File: src/rtl/qkv_result_writer_pkg.sv
// Shared constants and types for the Q/K/V result writer that sits behind the linear projection.
// Defaults describe one tile of 4 heads x 2 rows, 3 tiles per sequence, 16 BRAM words per head.
package qkv_result_writer_pkg;

  localparam int OUT_KEYS      = 16;
  localparam int NUM_HEADS     = 4;
  localparam int TOTAL_INPUT_W = 2;
  localparam int NUM_TILES     = 3;
  localparam int HEAD_STRIDE   = 16;

  typedef enum logic {
    WR_IDLE,
    WR_WRITE
  } wr_state_t;

  function automatic int clog2_min1(input int value);
    return (value > 1) ? $clog2(value) : 1;
  endfunction

endpackage

File: src/rtl/qkv_result_writer_if.sv
// Tile hand-off from the projection stage plus the shared Q/K/V BRAM write port.
// master = projection/BRAM side, slave = the writer.
interface qkv_result_writer_if #(
  parameter int OUT_W     = 16,
  parameter int NUM_HEADS = 4,
  parameter int ROWS      = 2,
  parameter int ADDR_W    = 6
);

  logic                                         in_valid;
  logic                                         in_ready;
  logic [NUM_HEADS-1:0][ROWS-1:0][OUT_W-1:0]    in_q;
  logic [NUM_HEADS-1:0][ROWS-1:0][OUT_W-1:0]    in_k;
  logic [NUM_HEADS-1:0][ROWS-1:0][OUT_W-1:0]    in_v;

  logic                                         out_we;
  logic [ADDR_W-1:0]                            out_addr;
  logic [OUT_W-1:0]                             out_q_din;
  logic [OUT_W-1:0]                             out_k_din;
  logic [OUT_W-1:0]                             out_v_din;

  modport master (
    output in_valid, in_q, in_k, in_v,
    input  in_ready,
    input  out_we, out_addr, out_q_din, out_k_din, out_v_din
  );

  modport slave (
    input  in_valid, in_q, in_k, in_v,
    output in_ready,
    output out_we, out_addr, out_q_din, out_k_din, out_v_din
  );

endinterface

File: src/rtl/qkv_result_writer.sv
// Snapshots one tile of per-head Q/K/V rows and serialises it into three BRAM write ports,
// one row per cycle, counting tiles and flagging done after the final tile of a sequence.
module qkv_result_writer
  import qkv_result_writer_pkg::*;
#(
  parameter int OUT_W       = OUT_KEYS,
  parameter int NUM_HEADS   = qkv_result_writer_pkg::NUM_HEADS,
  parameter int ROWS        = TOTAL_INPUT_W,
  parameter int NUM_TILES   = qkv_result_writer_pkg::NUM_TILES,
  parameter int HEAD_STRIDE = qkv_result_writer_pkg::HEAD_STRIDE,
  parameter int ADDR_W      = $clog2(NUM_HEADS * HEAD_STRIDE),
  localparam int TILE_W     = (NUM_TILES > 1) ? $clog2(NUM_TILES) : 1
) (
  input  logic              clk,
  input  logic              rst,
  input  logic              start,
  qkv_result_writer_if.slave bus,
  output logic              busy,
  output logic [TILE_W-1:0] tile_idx,
  output logic              done,
  output logic              overflow
);

  localparam int ROW_W  = clog2_min1(ROWS);
  localparam int HEAD_W = clog2_min1(NUM_HEADS);

  localparam logic [ROW_W-1:0]  ROW_LAST  = ROW_W'(ROWS - 1);
  localparam logic [HEAD_W-1:0] HEAD_LAST = HEAD_W'(NUM_HEADS - 1);
  localparam logic [TILE_W-1:0] TILE_LAST = TILE_W'(NUM_TILES - 1);

  typedef logic [NUM_HEADS-1:0][ROWS-1:0][OUT_W-1:0] tile_t;

  // Each head owns a HEAD_STRIDE window; every tile must fit inside it.
  generate
    if (HEAD_STRIDE < NUM_TILES * ROWS) begin : g_stride_check
      $error("qkv_result_writer: HEAD_STRIDE must be >= NUM_TILES*ROWS");
    end
  endgenerate

  function automatic logic [ADDR_W-1:0] wr_addr(
    input logic [HEAD_W-1:0] h,
    input logic [TILE_W-1:0] t,
    input logic [ROW_W-1:0]  r
  );
    return ADDR_W'(h) * ADDR_W'(HEAD_STRIDE) + ADDR_W'(t) * ADDR_W'(ROWS) + ADDR_W'(r);
  endfunction

  wr_state_t          state, state_nxt;
  logic [ROW_W-1:0]   row, row_nxt;
  logic [HEAD_W-1:0]  head, head_nxt;
  logic [TILE_W-1:0]  tile_nxt;
  logic               done_nxt;
  logic               ovf_nxt;
  logic               load;

  tile_t              snap_q, snap_k, snap_v;

  logic               we_r, we_nxt;
  logic [ADDR_W-1:0]  addr_r, addr_nxt;
  logic [OUT_W-1:0]   q_din_r, k_din_r, v_din_r;
  logic [OUT_W-1:0]   q_din_nxt, k_din_nxt, v_din_nxt;
  logic               in_ready;

  assign in_ready      = (state == WR_IDLE);
  assign busy          = (state != WR_IDLE);
  assign bus.in_ready  = in_ready;
  assign bus.out_we    = we_r;
  assign bus.out_addr  = addr_r;
  assign bus.out_q_din = q_din_r;
  assign bus.out_k_din = k_din_r;
  assign bus.out_v_din = v_din_r;

  always_comb begin
    state_nxt = state;
    row_nxt   = row;
    head_nxt  = head;
    tile_nxt  = tile_idx;
    done_nxt  = done;
    ovf_nxt   = overflow;
    load      = 1'b0;
    we_nxt    = 1'b0;
    addr_nxt  = addr_r;
    q_din_nxt = q_din_r;
    k_din_nxt = k_din_r;
    v_din_nxt = v_din_r;

    // start outranks every other synchronous event, including a pending accept.
    if (start) begin
      state_nxt = WR_IDLE;
      tile_nxt  = '0;
      done_nxt  = 1'b0;
      ovf_nxt   = 1'b0;
    end else begin
      if (bus.in_valid && !in_ready) begin
        ovf_nxt = 1'b1;
      end
      case (state)
        WR_IDLE: begin
          if (bus.in_valid) begin
            load      = 1'b1;
            row_nxt   = '0;
            head_nxt  = '0;
            state_nxt = WR_WRITE;
          end
        end
        WR_WRITE: begin
          we_nxt    = 1'b1;
          addr_nxt  = wr_addr(head, tile_idx, row);
          q_din_nxt = snap_q[head][row];
          k_din_nxt = snap_k[head][row];
          v_din_nxt = snap_v[head][row];
          if (row == ROW_LAST) begin
            row_nxt = '0;
            if (head == HEAD_LAST) begin
              head_nxt  = '0;
              state_nxt = WR_IDLE;
              if (tile_idx == TILE_LAST) begin
                tile_nxt = '0;
                done_nxt = 1'b1;
              end else begin
                tile_nxt = tile_idx + 1'b1;
              end
            end else begin
              head_nxt = head + 1'b1;
            end
          end else begin
            row_nxt = row + 1'b1;
          end
        end
        default: state_nxt = WR_IDLE;
      endcase
    end
  end

  always_ff @(posedge clk or posedge rst) begin
    if (rst) begin
      state    <= WR_IDLE;
      row      <= '0;
      head     <= '0;
      tile_idx <= '0;
      done     <= 1'b0;
      overflow <= 1'b0;
      we_r     <= 1'b0;
      addr_r   <= '0;
      q_din_r  <= '0;
      k_din_r  <= '0;
      v_din_r  <= '0;
      snap_q   <= '0;
      snap_k   <= '0;
      snap_v   <= '0;
    end else begin
      state    <= state_nxt;
      row      <= row_nxt;
      head     <= head_nxt;
      tile_idx <= tile_nxt;
      done     <= done_nxt;
      overflow <= ovf_nxt;
      we_r     <= we_nxt;
      addr_r   <= addr_nxt;
      q_din_r  <= q_din_nxt;
      k_din_r  <= k_din_nxt;
      v_din_r  <= v_din_nxt;
      if (load) begin
        snap_q <= bus.in_q;
        snap_k <= bus.in_k;
        snap_v <= bus.in_v;
      end
    end
  end

endmodule

File: src/flat_wrapper.sv
// flat-port wrapper written by rule: the top's interface ports become plain ports
module qkv_result_writer_flat import qkv_result_writer_pkg::*;
#(
  parameter int OUT_W       = OUT_KEYS,
  parameter int NUM_HEADS   = qkv_result_writer_pkg::NUM_HEADS,
  parameter int ROWS        = TOTAL_INPUT_W,
  parameter int NUM_TILES   = qkv_result_writer_pkg::NUM_TILES,
  parameter int HEAD_STRIDE = qkv_result_writer_pkg::HEAD_STRIDE,
  parameter int ADDR_W      = $clog2(NUM_HEADS * HEAD_STRIDE),
  localparam int TILE_W     = (NUM_TILES > 1) ? $clog2(NUM_TILES) : 1
)
  (clk, rst, start, busy, tile_idx, done, overflow, bus_in_valid, bus_in_q, bus_in_k, bus_in_v, bus_in_ready, bus_out_we, bus_out_addr, bus_out_q_din, bus_out_k_din, bus_out_v_din);
  qkv_result_writer_if #(.OUT_W(OUT_W), .NUM_HEADS(NUM_HEADS), .ROWS(ROWS), .ADDR_W(ADDR_W)) bus_i ();
  input  logic clk;
  input  logic rst;
  input  logic start;
  output logic busy;
  output logic [TILE_W-1:0] tile_idx;
  output logic done;
  output logic overflow;
  input wire logic [$bits(bus_i.in_valid)-1:0] bus_in_valid;
  input wire logic [$bits(bus_i.in_q)-1:0] bus_in_q;
  input wire logic [$bits(bus_i.in_k)-1:0] bus_in_k;
  input wire logic [$bits(bus_i.in_v)-1:0] bus_in_v;
  output wire logic [$bits(bus_i.in_ready)-1:0] bus_in_ready;
  output wire logic [$bits(bus_i.out_we)-1:0] bus_out_we;
  output wire logic [$bits(bus_i.out_addr)-1:0] bus_out_addr;
  output wire logic [$bits(bus_i.out_q_din)-1:0] bus_out_q_din;
  output wire logic [$bits(bus_i.out_k_din)-1:0] bus_out_k_din;
  output wire logic [$bits(bus_i.out_v_din)-1:0] bus_out_v_din;
  assign bus_i.in_valid = bus_in_valid;
  assign bus_i.in_q = bus_in_q;
  assign bus_i.in_k = bus_in_k;
  assign bus_i.in_v = bus_in_v;
  assign bus_in_ready = bus_i.in_ready;
  assign bus_out_we = bus_i.out_we;
  assign bus_out_addr = bus_i.out_addr;
  assign bus_out_q_din = bus_i.out_q_din;
  assign bus_out_k_din = bus_i.out_k_din;
  assign bus_out_v_din = bus_i.out_v_din;
  qkv_result_writer #(.OUT_W(OUT_W), .NUM_HEADS(NUM_HEADS), .ROWS(ROWS), .NUM_TILES(NUM_TILES), .HEAD_STRIDE(HEAD_STRIDE), .ADDR_W(ADDR_W)) u_core (.clk(clk), .rst(rst), .start(start), .bus(bus_i), .busy(busy), .tile_idx(tile_idx), .done(done), .overflow(overflow));
endmodule
File: config.mk
export PLATFORM = sky130hd
export DESIGN_NAME = qkv_result_writer_flat
export DESIGN_NICKNAME = d
export VERILOG_FILES = /design/src/rtl/qkv_result_writer_pkg.sv /design/src/rtl/qkv_result_writer_if.sv /design/src/rtl/qkv_result_writer.sv /design/src/flat_wrapper.sv
export SDC_FILE = /design/constraint.sdc
export NUM_CORES = 1
export LEC_CHECK = 0
export CORE_MARGIN = 8
export CORE_UTILIZATION = 60
export DETAILED_ROUTE_END_ITERATION = 8
export DONT_BUFFER_PORTS = 1
export PLACE_DENSITY_LB_ADDON = 0.12
export SLEW_MARGIN = 10
export SYNTH_ARGS = -nofsm -noshare
export SYNTH_HDL_FRONTEND = slang
export SYNTH_SLANG_ARGS = --single-unit
File: constraint.sdc
create_clock -name clk -period 25.8 [get_ports clk]
set_input_delay 1.29 -clock clk [delete_from_list [all_inputs] [get_ports clk]]
set_output_delay 1.29 -clock clk [all_outputs]
set_load 0.05 [all_outputs]
# Word-level counts from Yosys, hierarchy flattened
# Cells that the tools add are included.
# Widths: inputs -> output; s select.
totals:
  word_cells: 99
  inputBits: 388
  reg_bits: 447
classes:
  n_reduce_logical: 11
  mux: 40
  bitwise: 2
  addsub: 5
  n_eq_ne: 4
  n_lt_le_gt_ge: 2
op_table:
  columns: ["cell", "n"]
  rows:
  - ["$bmux 32 s2", 3]
  - ["$mux 16", 6]
  - ["$mux 32", 3]
  - ["$mux 1", 17]
  - ["$mux 2", 8]
  - ["$reduce_bool 2->1", 5]
  - ["$add 6x1->6", 1]
  - ["$add 6x3->6", 1]
  - ["$reduce_and 3->1", 2]
  - ["$add 2x1->2 const B", 2]
  - ["$eq 2x2->1 const B", 2]
  - ["$ne 2x2->1 const B", 2]
  - ["$pmux 1 s2", 2]
  - ["$pmux 2 s2", 1]
  - ["$reduce_and 2->1", 2]
  - ["$reduce_and 4->1", 1]
  - ["$lt 2x3->1 const B", 1]
  - ["$lt 1x2->1 const B", 1]
  - ["$not 1->1", 2]
  - ["$add 1x1->1 const B", 1]
  - ["$logic_and 1x1->1", 1]

# Longest topological paths before layout
# Gate-level depths: netlist (run 1).
logic_depth:
  ltp_word: 6
  depth_mapped: 7

# Worst setup path before layout (run 1)
# Ideal clock, no wire load.
synth_path:
  path_type: "input-to-reg"
  from: "input start"
  to: "register u_core.snap_k[0] in the netlist's numbering"
  path_stages: 6
  n_path_buf: 4
  setup_slack_ps: 23326
  arrival_time_ps: 2346
  cell_sequence: "buf_2 > nor3b_2 > buf_4 > buf_6 > buf_6 > mux2_1"
synth_between:
  elab_chain_len: 1
synth_lines:
  columns: ["element", "line_no", "source"]
  rows:
  - ["start, declared", "flat_wrapper.sv:16", "input logic start;"]
  - ["$mux 1", "qkv_result_writer.sv:88", "if (start) begin"]
  - ["end signal, assigned", "qkv_result_writer.sv:165", "snap_k <= bus.in_k;"]
  - ["end, declared", "qkv_result_writer.sv:56", "tile_t snap_q, snap_k, snap_v;"]
# No other way between the ends.
# A chain may end at the register's enable or synchronous reset.

# Final worst setup path (run 1)
layout_path:
  from: "register u_core.state (netlist: u_core.busy)"
  to: "register u_core.snap_q[69] in the netlist's numbering"
layout_between:
  elab_chain_len: 2
layout_lines:
  columns: ["element", "line_no", "source"]
  rows:
  - ["start, declared", "qkv_result_writer.sv:48", "wr_state_t state, state_nxt;"]
  - ["start signal, assigned", "qkv_result_writer.sv:152", "state <= state_nxt;"]
  - ["$mux 1", "qkv_result_writer.sv:97", "case (state)"]
  - ["$mux 1", "qkv_result_writer.sv:88", null]
  - ["end signal, assigned", "qkv_result_writer.sv:164", "snap_q <= bus.in_q;"]
  - ["end, declared", "qkv_result_writer.sv:56", null]
# No other way between the ends.

==> summary.txt, run 1 <==
Run status
  • Status: completed

STA
  • Tcrit/Tclk final: 0.169
  • Max-slew violations: 0
  • Final hold vios: 0
  • RSZ-0062 raised after global routing: false
  • Clock skew: between 0.01 and 0.015 ns
  • Min Tclk post-route: 4.37 ns
  • Worst Max-Slew Pin Slew: 1.15 ns
  • Setup ws final: ~21 ns
  • Achievable clock frequency: between 0.2 and 0.25 GHz
  • Setup tns final: 0 ns
  • Worst slew margin relative to its limit: 0.234
  • Final setup fails: 0

Power
  • Peak supply drop: approximately 0.00007 V
  • Pwr/cell area: about 95 nW/um^2
  • Leakage: approximately 8.9 nW

Cells and area
  • Final nets: between 1.5k and 2k
  • Final Core Density: 0.656
  • Most frequent cells in the layout: mux2_1, dfrtp_1, mux2i_1, nand2_1, clkbuf_16
  • Fill count: between 2k and 2.5k
  • Area grow syn2layout: 7.51%
  • Share of cells above drive strength 1: 0.103

Yosys
  • Compound-gate portion of the synthesized area: 0.0604
  • Post-synth top area cell: dfrtp_1
  • Yosys reg bits: 446
  • Synth top area share: 0.561
  • Net Count, Synth: 1751
  • Syn avg cell area: between 10 and 15 sq um
  • Distinct cells, synth: 32
  • Multiplexer share of the synthesized area: 0.320
  • Synth warn: 0
  • Mapped cell area: ~20000 sq um
  • Sequential element share of the synthesized area: 0.561
  • Top post-synthesis cells by area: dfrtp_1, mux2_1, mux2i_1
  • Xor-xnor portion of the synthesized cell area: 0
  • Adder-cell area share of the yosys netlist: 0.000629
  • Post-synthesis simple-gate area fraction: 0.0162
  • Largest family of logic cells by synthesized area: multiplexers
  • Cells after synthesis: ~1.4k

Die
  • Std cell rows: 66
  • Die area: 39200 sq um
  • Boundary Pins: approximately 450
  • Die H: around 200 um
  • Die outline width: 198 um
  • Initial Utilization: 0.610
  • Core ar.: 32600 sq um

Global routing
  • GR Util All Layers: 0.246
  • Initial antenna violation count: between 60 and 70
  • Grt ovf: 0
  • Largest net degree at the start of global routing: around 120
  • First-pass GRT wire length: 73.6 mm
  • Vias in the first global route: 11.7k

Routing
  • Vias per cell: around 6
  • Antenna-violating nets left: 0
  • WL per Instance: 26.6 um
  • Vias post-DR: between 10k and 15k
  • DRC viols: 0
  • Iteration-0 DRC count of the detailed router: roughly 560
  • Drt total wl: 49.1 mm
  • Drt pass-1 iters: 5

Worst setup path
  • CP Launch Type: register
  • Reg2reg start: u_core.busy
  • Setup CP Type: reg -> reg
  • Setup crit end kind: register
  • Critical path required time: roughly 26 ns
  • Setup crit start: u_core.busy
  • Worst EP arrival: between 4 and 5 ns
  • Worst-path fanout max: between 80 and 90

Hold path
  • Hold Path Origin: u_core.snap_k[42]
  • Hold Crit Class: reg -> reg

Flow run
  • Max-cap viol count: 0

Clock tree
  • CTS max path bufs: 3
  • Clock Sinks: about 450
  • # hold bufs at CTS: 0
  • Post_cts resized: 0
  • H-tree levels: 2
  • Total CTS buffers: 46
  • Root buffer cell: clkbuf_16
  • Clock transition at the registers of the reported paths: ~0.060 ns
  • Setup Fix Bufs, Post-CTS: 0
  • Skew-Pair Late Insertion Delay: 0.54 ns
  • CTS tree: yes

Placed design
  • Count of input and output buffers: 0
  • Worst slack at placement: approximately 21 ns
  • Detailed Place HPWL: 34.4 mm
  • GPL Wtd Cong: a little over 0.8
-- metal layers --
layer  wire length, um  track usage  share of wire
met4              1510        0.105          0.031
met1             19100        0.305           0.39
met2             23500        0.381           0.48
met5               293            0         0.0060
met3              4720       0.0988          0.096
-- synthesized netlist by cell type --
master    count
mux2_1      445
buf_1         1
mux2i_1      96
o21bai_1      1
a32o_1        1
nor2_1        5
conb_1        1
nand3_1       1
a31oi_1       1
a21oi_1       4
inv_1         3
a22o_1       48
buf_6        47
nand2_1      66
and3_1        1
ha_1          1
nor3b_2       1
o31ai_1      37
o22ai_1      48
nand2b_1      2
dfrtp_1     446
a21boi_1      1
or3_1         2
inv_2         1
mux2_2       35
o31ai_2      11
o21ai_1       3
buf_4        15
clkbuf_4      2
buf_2        19
clkbuf_1     16
nor2b_1       1
-- worst paths after layout --
path | to | depth (start not counted) | slack, ns
worst max-delay path | u_core.snap_q[69] | 5 | 21.43
worst min-delay path | u_core.snap_k[42] | 1 | 0.48
worst max register to register | u_core.snap_q[69] | 5 | 21.43
worst min register to register | u_core.snap_k[42] | 1 | 0.48
max in group asynchronous | u_core.snap_k[83] | 3 | 22.77
min in group asynchronous | u_core.snap_v[61] | 1 | 0.72
-- worst max-delay path, stage by stage (launching register included) --
cell,delay [ns]
dfrtp_1,0.67
nor3b_4,0.28
buf_4,0.90
buf_4,0.96
buf_4,0.94
mux2_1,0.40
-- power breakdown --
| group | leakage (nW) | internal (mW) | total (mW) | switching (mW) |
|---|---|---|---|---|
| clock | 0.724 | 0.379 | 0.640 | 0.261 |
| combinational | 2.87 | 0.171 | 0.343 | 0.172 |
| sequential | 5.30 | 0.844 | 1.04 | 0.200 |
| total | 8.90 | 1.39 | 2.03 | 0.633 |
-- area by class of cell --
cell class              instances  area (sq um)  share of cell area
multi-input cells             812          7940               0.371
clock inverters                 6          32.5             0.00152
well taps                     442           553              0.0259
clock buffers                  73          1440              0.0671
inverters                       4          22.5             0.00105
flip-flops and latches        446         11200               0.522
repair buffers                 18           135             0.00632
diodes                         43           108             0.00503
-- registers in the layout, summed over array words and instances (netlist names), 2 cells and up --
| name | cells |
|---|---|
| u_core.snap_k | 128 |
| u_core.snap_q | 128 |
| u_core.snap_v | 128 |
| u_core.bus.out_k_din | 16 |
| u_core.bus.out_q_din | 16 |
| u_core.bus.out_v_din | 16 |
| u_core.bus.out_addr | 5 |
| u_core.head | 2 |
| u_core.tile_idx | 2 |
-- logic make-up (layout without fill, tap and decap cells) --
family / count (synthesis) / in the layout
AOI/OAI and AO/OA: 155 / 155
adders and majority gates: 1 / 1
buffers and inverters: 104 / 101
DFF: 446 / 446
muxes: 576 / 576
other: 1 / 44
and+or+nand+nor: 79 / 79
-- metrics by stage --
stage	power (mW)	cells	instance area, sq um	hold WS, ns
floorplan	1.31	1362	19900	0.450
global placement	1.38	1722	19800	0.459
detailed placement	1.40	1722	19800	0.469
CTS	2.04	1801	21300	0.482
global route	2.12	1835	21400	0.493
finish	2.03	1844	21400	0.478
(Power assumes the default switching activity.)
==> run 2: changes to the inputs <==
clock period = 4.3 ns   (was 25.8 ns; I/O delays follow)
==> summary.txt, run 2 <==
Run status
  • Status: aborted with a tool error (was completed)
  • Last stage: clock tree synthesis (4_1_cts)
  • Stop Error: [ERROR RSZ-0060] Max buffer count reached.

Placed design
  • Detailed Place HPWL: 34.5 mm (was 34.4 mm)
  • Count of input and output buffers: 0 (unchanged)
  • GPL Wtd Cong: 0.797 (was 0.821)
  • Placed insts: 1720 (was 1722)

Clock tree
  • H-tree levels: 2 (unchanged)
  • Post_cts resized: 0 (unchanged)
  • Root buffer cell: clkbuf_16 (unchanged)
  • Clock Sinks: 446 (unchanged)
  • # hold bufs at CTS: 362 (was 0)
  • Total CTS buffers: 47 (was 46)
  • Setup Fix Bufs, Post-CTS: 0 (unchanged)
  • CTS max path bufs: 3 (unchanged)

Yosys
  • Yosys reg bits: 446 (unchanged)
  • Number of flops mapped to enable cells by yosys: 0 (unchanged)
  • Synth warn: 0 (unchanged)
  • Most common cell in the netlist: dfrtp_1 (unchanged)
  • Synth top area share: 0.561 (unchanged)
  • Post-synth top area cell: dfrtp_1 (unchanged)
  • Top post-synthesis cells by area: dfrtp_1, mux2_1, mux2i_1 (unchanged)
  • Syn avg cell area: 14.6 sq um (unchanged)
  • Synth async-reset ratio: 1.00 (unchanged)
  • Sequential element share of the synthesized area: 0.561 (unchanged)
  • Commonest cells post-synth: dfrtp_1, mux2_1, mux2i_1, nand2_1 (unchanged)
  • Top_reg_cell synth: dfrtp_1 (unchanged)
  • Mapped cell area: 19900 sq um (unchanged)
  • Distinct cells, synth: 32 (unchanged)
  • Net Count, Synth: 1751 (unchanged)
  • Cells after synthesis: 1362 (unchanged)

Die
  • Die outline width: 198 um (unchanged)
  • Die H: 198 um (unchanged)
  • Boundary Pins: 449 (unchanged)
  • Std cell rows: 66 (unchanged)
  • Initial Utilization: 0.610 (unchanged)
run 2: cell counts after synthesis:
Identical to the previous run, type by type.
run 2: stage by stage:
stage	cell area (sq um)	hold slack, ns	setup slack (ns)	TNS [ns]	utilization
after global placement	19900	0.210	1.87	0	0.611
after floorplan	19900	0.350	-1.94	-867.10	-
after detailed placement	19900	0.208	1.80	0	0.611
run 2: kinds of logic after synthesis:
kind of cell / after synthesis / share of synthesized area
simple gates: 79 / 0.0162
fa+ha+maj: 1 / 0.000629
buf+inv: 104 / 0.0418
other cells: 1 / 0.000188
flops: 446 / 0.561
mux: 576 / 0.320
compound gates: 155 / 0.0604
==> run 3: changes to the inputs <==
CORE_UTILIZATION = 40   (was 60)
PLACE_DENSITY_LB_ADDON = 0.15   (was 0.12)
==> summary.txt, run 3 (same netlist as run 1, synthesis figures left out) <==
Run status
  • Status: completed (was aborted with a tool error)

Placed design
  • GPL Wtd Cong: 0.759 (was 0.797)
  • Worst slack at placement: 1.75 ns (was 1.80 ns)
  • Count of input and output buffers: 0 (unchanged)
  • Detailed Place HPWL: 36.5 mm (was 34.5 mm)

Clock tree
  • # hold bufs at CTS: 388 (was 362)
  • CTS tree: yes
  • Post_cts resized: 0 (unchanged)
  • Skew-Pair Late Insertion Delay: 0.57 ns
  • CTS max path bufs: 3 (unchanged)
  • Root buffer cell: clkbuf_16 (unchanged)
  • Clock transition at the registers of the reported paths: roughly 0.06 ns
  • Total CTS buffers: 49 (was 47)
  • Clock Sinks: 446 (unchanged)
  • Setup Fix Bufs, Post-CTS: 0 (unchanged)
  • H-tree levels: 2 (unchanged)

Worst setup path
  • CP Launch Type: register
  • Setup crit start: u_core.busy
  • Worst EP arrival: between 3 and 4 ns
  • Worst-path fanout max: roughly 190
  • Critical path required time: 4.74 ns
  • FF-to-FF End: u_core.snap_k[69]
  • Reg2reg start: u_core.busy
  • Setup CP Type: reg -> reg
  • Crit path capture: u_core.snap_k[69]
  • FF-to-FF setup slack: 1.67 ns
  • R2R depth: 3
  • Setup crit end kind: register

STA
  • Setup ws final: roughly 1.7 ns
  • Achievable clock frequency: about 0.38 GHz
  • RSZ-0062 raised after global routing: false
  • Worst slew margin relative to its limit: 0.162
  • Final setup fails: 0
  • Clock skew: ~0.011 ns
  • Min Tclk post-route: around 2.6 ns
  • Hold_ws: around 0.10 ns
  • Final hold vios: 0
  • Worst Max-Slew Pin Slew: approximately 1.3 ns
  • Tcrit/Tclk final: 0.611
  • Setup tns final: 0 ns
  • Max-slew violations: 0

Die
  • Die area: roughly 57000 sq um
  • Die H: 239 um (was 198 um)
  • Core ar.: 49100 sq um
  • Initial Utilization: 0.406 (was 0.610)
  • Boundary Pins: 449 (unchanged)
  • Die outline width: 239 um (was 198 um)
  • Std cell rows: 81 (was 66)

Global routing
  • First-pass GRT wire length: approximately 85 mm
  • Largest net degree at the start of global routing: 193
  • Vias in the first global route: 14.1k
  • Grt ovf: 0
  • GR Util All Layers: 0.189
  • Initial antenna violation count: 18

Power
  • Peak supply drop: roughly 0.00033 V
  • Leakage: ~11 nW
  • Pwr/cell area: 496 nW/um^2

Routing
  • Vias post-DR: 12.5k
  • Iteration-0 DRC count of the detailed router: ~500
  • Drt total wl: between 50 and 60 mm
  • DRC viols: 0
  • Drt pass-1 iters: 4
  • Antenna-violating nets left: 0
  • WL per Instance: 22.5 um
  • Vias per cell: a little over 5

Cells and area
  • Final Core Density: 0.523
  • Most frequent cells in the layout: mux2_1, dfrtp_1, dlygate4sd3_1, mux2i_1, nand2_1
  • Share of cells above drive strength 1: 0.0828
  • Final nets: around 2.1k
  • Area grow syn2layout: 29.0%
  • Largest registers: u_core.snap_k (128), u_core.snap_q (128), u_core.snap_v (128)

Hold path
  • Hold Crit Class: in -> reg

Flow run
  • Max-cap viol count: 0
-- run 3: critical path, cell delays in order (launching register included) --
cell and delay [ns]:
dfrtp_1 0.69, nor3b_4 0.42, buf_12 0.60, mux2_1 0.40
-- run 3: routing by layer --
layer	GRT usage	wire length, um	vias to the layer above
li1	-	-	5712
met1	0.235	22900	6288
met2	0.313	26500	365
met3	0.0529	3720	102
met4	0.0705	1580	4
met5	0	22	-
-- run 3: power breakdown --
part	internal (mW)	switching, mW	leakage (nW)
clock	2.38	1.66	0.745
sequential	5.06	1.22	5.30
combinational	1.28	1.12	4.55
total	8.72	4.00	10.6
-- run 3: metrics by stage --
step	instance area (sq um)	power [mW]	instances
global route	25700	13.3	2431
CTS	25600	12.9	2416
finish	25700	12.7	2433
floorplan	19900	7.86	1362
detailed placement	20200	8.48	1950
global placement	20200	8.40	1950
-- run 3: layout make-up --
class / instances / area (sq um)
diodes: 17 / 42.5
clock buffers: 73 / 1460
clock inverters: 5 / 57.6
fillers: 4202 / 23400
inverters: 4 / 18.8
multi-input cells: 812 / 7940
flip-flops and latches: 446 / 11200
well taps: 664 / 831
repair buffers: 412 / 4150
-- run 3: worst min-delay path by stage --
stage | to | depth (start not counted) | start
after global routing | u_core.snap_v[24] | 3 | start
after floorplan | u_core.snap_q[0] | 1 | bus_in_q[0]
after CTS | u_core.snap_v[76] | 3 | start
after detailed placement | u_core.snap_v[29] | 1 | rst
final | u_core.snap_v[76] | 3 | start
after global placement | u_core.snap_v[29] | 1 | rst
